### src/rtl/v_red_unit.sv
// v_red_unit: sequential RVV reduction (VREDSUM / VREDMAX) over vs2, seeded by vs1[0].
// Walks one element per cycle at SEW width and returns a sign-extended scalar for vd[0].
// Optional feature: define V_RED_MIN_EN to make VREDMIN (funct6 6'b000101) legal.
module v_red_unit #(
    parameter int unsigned VLEN = 128,
    parameter int unsigned ELEN = 32
) (
    input  logic                     clk,
    input  logic                     rst,
    input  logic                     i_valid,
    output logic                     o_ready,
    input  logic [5:0]               i_funct6,
    input  logic [1:0]               i_vsew,
    input  logic [$clog2(VLEN/8):0]  i_vl,
    input  logic [VLEN-1:0]          i_vs2,
    input  logic [ELEN-1:0]          i_vs1,
    output logic                     o_valid,
    input  logic                     i_ready,
    output logic [ELEN-1:0]          o_result,
    output logic                     o_err
);

    localparam int unsigned IdxW = $clog2(VLEN/8);
    localparam int unsigned VlW  = IdxW + 1;

    localparam logic [5:0] F6Sum = 6'b000000;
    localparam logic [5:0] F6Max = 6'b000111;
    localparam logic [5:0] F6Min = 6'b000101;

    typedef enum logic [1:0] {StIdle, StAccum, StDone} state_e;

    state_e            state_q, state_d;
    logic [5:0]        f6_q, f6_d;
    logic [1:0]        sew_q, sew_d;
    logic [VLEN-1:0]   vs2_q, vs2_d;
    logic [ELEN-1:0]   acc_q, acc_d;
    logic [IdxW-1:0]   idx_q, idx_d;
    logic [VlW-1:0]    cnt_q, cnt_d;
    logic              err_q, err_d;

    logic              min_ok;
    logic              op_legal;
    logic [VlW-1:0]    max_el;
    logic [VlW-1:0]    vl_clamp;
    logic [ELEN-1:0]   elem;
    logic [ELEN-1:0]   sum;

    // Sign-extend the low SEW bits of v to the full scalar width.
    function automatic logic [ELEN-1:0] sext_sew(input logic [ELEN-1:0] v, input logic [1:0] sew);
        case (sew)
            2'b00:   return {{(ELEN-8){v[7]}}, v[7:0]};
            2'b01:   return {{(ELEN-16){v[15]}}, v[15:0]};
            default: return v;
        endcase
    endfunction

`ifdef V_RED_MIN_EN
    assign min_ok = (i_funct6 == F6Min);
`else
    assign min_ok = 1'b0;
`endif

    assign op_legal = (i_vsew != 2'b11) &&
                      ((i_funct6 == F6Sum) || (i_funct6 == F6Max) || min_ok);

    // Element count clamp: vl beyond VLEN/SEW is silently limited.
    always_comb begin
        case (i_vsew)
            2'b00:   max_el = VlW'(VLEN/8);
            2'b01:   max_el = VlW'(VLEN/16);
            default: max_el = VlW'(VLEN/32);
        endcase
        vl_clamp = (i_vl > max_el) ? max_el : i_vl;
    end

    // Current element of the captured vs2, sign-extended, plus the wrapped SEW-width sum.
    always_comb begin
        case (sew_q)
            2'b00:   elem = sext_sew({{(ELEN-8){1'b0}}, vs2_q[32'(idx_q)*8 +: 8]}, 2'b00);
            2'b01:   elem = sext_sew({{(ELEN-16){1'b0}}, vs2_q[32'(idx_q)*16 +: 16]}, 2'b01);
            default: elem = vs2_q[32'(idx_q)*32 +: 32];
        endcase
        sum = sext_sew(acc_q + elem, sew_q);
    end

    // State and datapath registers; reset aborts any op in flight.
    always_ff @(posedge clk or posedge rst) begin
        if (rst) begin
            state_q <= StIdle;
            f6_q    <= '0;
            sew_q   <= '0;
            vs2_q   <= '0;
            acc_q   <= '0;
            idx_q   <= '0;
            cnt_q   <= '0;
            err_q   <= 1'b0;
        end else begin
            state_q <= state_d;
            f6_q    <= f6_d;
            sew_q   <= sew_d;
            vs2_q   <= vs2_d;
            acc_q   <= acc_d;
            idx_q   <= idx_d;
            cnt_q   <= cnt_d;
            err_q   <= err_d;
        end
    end

    // Next-state: capture on accept, fold one element per ACCUM cycle, hold in DONE.
    always_comb begin
        state_d = state_q;
        f6_d    = f6_q;
        sew_d   = sew_q;
        vs2_d   = vs2_q;
        acc_d   = acc_q;
        idx_d   = idx_q;
        cnt_d   = cnt_q;
        err_d   = err_q;
        case (state_q)
            StIdle: begin
                if (i_valid) begin
                    f6_d  = i_funct6;
                    sew_d = i_vsew;
                    vs2_d = i_vs2;
                    idx_d = '0;
                    cnt_d = vl_clamp;
                    if (!op_legal) begin
                        err_d   = 1'b1;
                        acc_d   = '0;
                        state_d = StDone;
                    end else begin
                        err_d   = 1'b0;
                        acc_d   = sext_sew(i_vs1, i_vsew);
                        state_d = (vl_clamp == '0) ? StDone : StAccum;
                    end
                end
            end
            StAccum: begin
                if (f6_q == F6Max) begin
                    acc_d = ($signed(elem) > $signed(acc_q)) ? elem : acc_q;
`ifdef V_RED_MIN_EN
                end else if (f6_q == F6Min) begin
                    acc_d = ($signed(elem) < $signed(acc_q)) ? elem : acc_q;
`endif
                end else begin
                    acc_d = sum;
                end
                idx_d = idx_q + 1'b1;
                if ({1'b0, idx_q} == cnt_q - VlW'(1)) begin
                    state_d = StDone;
                end
            end
            StDone: begin
                if (i_ready) begin
                    state_d = StIdle;
                end
            end
            default: state_d = StIdle;
        endcase
    end

    // Handshake and result outputs decoded from registered state.
    always_comb begin
        o_ready  = (state_q == StIdle);
        o_valid  = (state_q == StDone);
        o_result = acc_q;
        o_err    = err_q;
    end

endmodule

### config.mk
export PLATFORM = sky130hd
export DESIGN_NAME = v_red_unit
export DESIGN_NICKNAME = d
export VERILOG_FILES = /design/src/rtl/v_red_unit.sv
export SDC_FILE = /design/constraint.sdc
export NUM_CORES = 1
export LEC_CHECK = 0
export ABC_AREA = 1
export CAP_MARGIN = 40
export CORE_MARGIN = 2
export CORE_UTILIZATION = 35
export CTS_BUF_LIST = sky130_fd_sc_hd__clkbuf_8
export CTS_CLUSTER_DIAMETER = 80
export DETAILED_ROUTE_END_ITERATION = 8
export GPL_ROUTABILITY_DRIVEN = 0
export HOLD_SLACK_MARGIN = 0.03
export PLACE_DENSITY = 0.67
export SLEW_MARGIN = 20
export SYNTH_ARGS = -nofsm -noshare
export SYNTH_HDL_FRONTEND = slang
export SYNTH_SLANG_ARGS = --single-unit
### constraint.sdc
create_clock -name clk -period 7.5 [get_ports clk]
set_input_delay 1.125 -clock clk [delete_from_list [all_inputs] [get_ports clk]]
set_output_delay 1.125 -clock clk [all_outputs]
set_load 0.01 [all_outputs]
# Word-level counts from Yosys, hierarchy flattened
# Cells that the tools add are included.
# W data, S select, Z words.
# word_totals
reg_bits,180
output_inout_bits,35
latchBits,0
word_cells,59
mem_count,0
rom_bits,0
ramBits,0
inputBits,177
# classes
eq_ne,12
addsub,3
shifts,3
reduce_logical,12
mul,0
mux,19
div_mod_pow,0
bitwise_logic,0
order_cmp,2
# ops
op,n
$pmux W32 S2,4
$mux W32,4
$shiftx A128 B10 Y32,1
$shiftx A128 B8 Y8,1
$shiftx A128 B9 Y16,1
$add A32 B32 Y32,1
$gt A32 B32 Y1,1
$eq A6 B3 Y1 const B,2
$mux W2,5
$pmux W5 S2,1
$pmux W4 S2,1
$eq A2 B1 Y1 const B,3
$logic_not A2 Y1,3
$logic_not A6 Y1,1
$ne A2 B2 Y1 const B,3
$pmux W2 S3,1
$reduce_and A3 Y1,2
$eq A4 B5 Y1,1
$gt A5 B5 Y1,1
$logic_not A5 Y1,1
$mux W5,1
$sub A5 B1 Y5 const B,1
$add A4 B1 Y4 const B,1
$mux W4,1
other kinds (8),9

# Logic depth before layout (Yosys ltp)
# depth
depth_word,9
depth_mapped,30
ltp_nobuf,28

# Least setup slack after synthesis
# No wires, ideal clock.
# synth_timing
path_type,register to register
from,register idx_q[0]
to,register acc_q[23] (netlist: o_result[23])
t_required_ns,7.384
synth_period_minus_slack_ns,3.169
setup_time_ns,0.116
stages_incl_launch_ff,30
arrival_ns,3.053
slack_ns,4.331
n_path_buf,4
path_cell_list,dfrtp_1 > buf_4 > buf_4 > buf_2 > a21oi_1 > o21ai_0 > nand3_1 > nand3_1 > nand3_1 > nand2_1 > nand3_1 > inv_1 > ha_1 > nor2_2 > nand2_1 > inv_1 > nand2_1 > nand2_1 > nand2_1 > nand3_1 > nand2_1 > inv_2 > nand2_1 > inv_2 > buf_6 > nand2_1 > nand2_1 > nand2_1 > nand2_1 > nand2_1
# synth_via
elab_chain_len,6
word_cells_on_any_way,12
cone_classes,add/sub (1); order compare (1); eq/ne (1); shift (3); mux (5); reduce/logical (1)
# synth_lines
item,line_no,rtl
"start, declared",37,"logic [IdxW-1:0] idx_q, idx_d;"
"start signal, assigned",103,idx_q <= idx_d;
$shiftx A128 B10 Y32 (tied with other cells),81,default: elem = vs2_q[32'(idx_q)*32 +: 32];
$pmux W32 S2 *,78,case (sew_q)
$add A32 B32 Y32,83,"sum = sext_sew(acc_q + elem, sew_q);"
$pmux W32 S2,50,case (sew)
$mux W32,139,if (f6_q == F6Max) begin
$pmux W32 S2,119,case (state_q)
"end signal, assigned",93,acc_q <= '0;
"end signal, assigned",102,acc_q <= acc_d;
"end, declared",36,"logic [ELEN-1:0] acc_q, acc_d;"
# Mark *: on every way between the ends. The rest lies on a longest branch, timed or not. The select of a mux whose other input is x is not followed.
# A chain may end at the register's enable or synchronous reset.

# Final worst setup path
# layout_timing
from,register idx_q[0]
to,register acc_q[31] (netlist: o_result[31])
# The elaborated chain is that of the path after synthesis.

==> results.toml <==
[outcome]
status = "completed"

[floorplan]
core-area_um2 = 40900
row_count = 74
io_pins = 212
die_h_um = 208
start_util_pct = 35.5
die_area_um2 = 43200
die_w_um = 208

[place]
placedCellCount = 3055
hpwl_mm = 41.7
place.port_buffers = 211

[timing]
slew_violations = 0
worst_clock_skew_ps = 26.2
finalCritPeriodShare_pct = 64.6
setup_tns_ps = 0
rsz0062_at_grt = "false"
hold_viol_final = 0
setup_viol = 0
slew_headroom_pct = 39.9
fmax_mhz = 206
finalCriticalPeriod_ps = 4850
worst_pin_slew_ps = 902

[routing]
dr.pass1.iters = 7
routed_via_density = 5.24
final_antenna_net_count = 0
wl_per_cell_um = 17.6
drtIter0Drc = 2015
drc_errors = 0
routed_wl_mm = 54.5
vias = 16229

[final_layout]
nets = 2796
instances_no_fill = 3095
area_delta_synth_final_pct = 20.6
drive_gt1_share_pct = 3.75
diodes = 0

[yosys]
ys_seq_area_share_pct = 31.0
ys_ff_latch = 180
syn_avg_cell_area_um2 = 6.05
synth_ff_type = "dfrtp_1"
synth_warnings = 0
synth_area_leaders = "dfrtp_1, nand2_1, nand3_1"
synth_edf_count = 0
synth_cells = 2404
syn-num-nets = 2650
netlist.area_leader.share_pct = 31.0
synth_commonest_cells = "nand2_1, nand3_1, inv_1"
synth_async_sr_flop_share_pct = 100
syn_area_um2 = 14500
yosys.cell_count.top_type = "nand2_1"
yosysUniqueCellTypes = 40
synth_top_area_cell = "dfrtp_1"

[clocking]
ctsResizeCount = 0
post_cts_buffers = 0
cts_root_buf = "clkbuf_8"
htree_num_levels = 4
insertion_delay_ps = 530
clk_pin_slew_ps = 110
cts_sinks = 180
ctsHoldBuffers = 0
cts_tree = "built"
cts_buffers = 17
clockBufferDepth = 2

[worst_setup_path]
end_kind = "flop"
crit_buf_inv = 3
critPathSlowestCell = "dfrtp_4"
crit_required_ps = 7900
path_cells = "buf_4 -> nand2_1 -> o21ai_0 -> o21ai_0 -> o21ai_0 -> nand2_1 -> nand2_1 -> nand2_1 -> inv_1 -> ha_1 -> nor2_1 -> nand2_1 -> nor2_1 -> nand2_1 -> nand2_1 -> nand2_1 -> nand3_1 -> nand2_1 -> inv_2 -> nand2_1 -> nand2_1 -> nand2_1 -> nand2_1 -> nand2_1"
cp-endpoint = "o_result[31]"
worst-setup-path-type = "reg -> reg"
max_stage_delay_ps = 770
startpoint_type = "flop"
cp_common_cell = "nand2_1"
r2r-end = "o_result[31]"
arrival_ps = 5250
cp_max_fo = 83
crit_family = "simple AND/OR/NAND/NOR gates"
critPathLaunch = "idx_q[0]"
reg2reg_slack_ps = 2650
path_depth = 24
ff2ff_path_depth = 24
reg2reg_from = "idx_q[0]"

[flow_run]
cap_violations = 0

[power]
power.internal_w = 0.00283
irDropWorstVdd_uv = 141
combPwrFrac_pct = 59.6
p_per_area_nw_per_um2 = 347
clkPwrFrac_pct = 11.8
leakagePower_nw = 9.18
p_sw_w = 0.00325
seqPwrFrac_pct = 28.5
switching_share_pct = 53.5

[global_routing]
grt_pass1_vias = 15363
grt_pass1_wl_mm = 84.5
grt_overflow = 0
antenna_found_initial = 0
grt_max_degree = 100
grt_usage_pct = 24.8

[min_path]
hp-start = "vs2_q[58]"
min_path_type = "reg -> reg"
area by class of cell:
cell class                 instances  area (um^2)
multi-input combinational       1831         8460
timing repair buffer             234         2400
tap                              532          666
clock inverter                    13          150
fill                            4317        23400
clock buffer                      19          262
inverter                         286         1080
sequential                       180         4510
state kept, by name, indices dropped and copies added (netlist names):
signal / cells
vs2_q: 128
o_err: 1
sew_q: 2
o_result: 32
idx_q: 4
cnt_q: 5
f6_q: 6
state_q: 2
cells in the final DEF, fill, tap and decap left out, types with 20 or more instances in the layout:
cell type,Yosys,layout
inv_1,276,275
dfrtp_1,180,178
clkdlybuf4s50_1,0,211
o211ai_1,20,20
nand2_1,1079,1078
ha_1,68,68
nor2_1,83,83
o21ai_0,139,139
a21oi_1,74,74
nand3_1,296,296
stage by stage:
step / setup slack (ps) / cell area [um^2] / hold slack [ps] / utilization, % / power, W
2_1_floorplan: 1490 / 14500 / 449 / - / 0.00412
3_3_place_gp: 2490 / 16900 / 467 / 41.3 / 0.00516
3_5_place_dp: 2560 / 17000 / 470 / 41.5 / 0.00525
4_1_cts: 2520 / 17400 / 496 / 42.5 / 0.00598
5_1_grt: 2170 / 17500 / 534 / 42.8 / 0.00660
6_report: 2650 / 17500 / 491 / 42.8 / 0.00608
power by group through the flow:
stage / combinational [W] / sequential (W) / clock (W)
final: 0.00363 / 0.00174 / 0.000720
after global routing: 0.00406 / 0.00177 / 0.000766
after CTS: 0.00353 / 0.00172 / 0.000729
after detailed placement: 0.00351 / 0.00174 / 0
after global placement: 0.00343 / 0.00173 / 0
after floorplan: 0.00257 / 0.00155 / 0
how the worst min path moves through the flow:
stage	cells after the start	end	slack, ps
after floorplan	2	vs2_q[56]	450
after CTS	2	vs2_q[58]	500
after global routing	2	f6_q[0]	530
after detailed placement	2	vs2_q[58]	470
final	2	vs2_q[58]	490
after global placement	2	f6_q[0]	470
kinds of logic after synthesis:
| logic type | Yosys count | share of synthesized area [%] |
|---|---|---|
| flops | 180 | 31.0 |
| xor+xnor | 7 | 0.422 |
| fa+ha+maj | 69 | 5.99 |
| buf+inv | 393 | 11.0 |
| compound gates | 255 | 9.48 |
| simple gates | 1500 | 42.2 |
metal layers:
layer  global-route usage, %  part of all wire [%]  vias up
li1                        -                     -     7833
met1                    31.0                    40     7448
met2                    41.4                    47      791
met3                    3.74                   8.0      157
met4                    12.6                   5.5        0
met5                       0                     0        -
worst reg2reg max path, stage by stage, from the launching register on:
cell	delay (ps)
dfrtp_4	770
buf_4	760
nand2_1	230
o21ai_0	140
o21ai_0	160
o21ai_0	360
nand2_1	80
nand2_1	80
nand2_1	100
inv_1	110
ha_1	300
nor2_1	230
nand2_1	120
nor2_1	160
nand2_1	90
nand2_1	100
nand2_1	80
nand3_1	120
nand2_1	80
inv_2	270
nand2_1	100
nand2_1	110
nand2_1	60
nand2_1	60
nand2_1	40
Note: power is estimated with default switching activity, not from simulation.
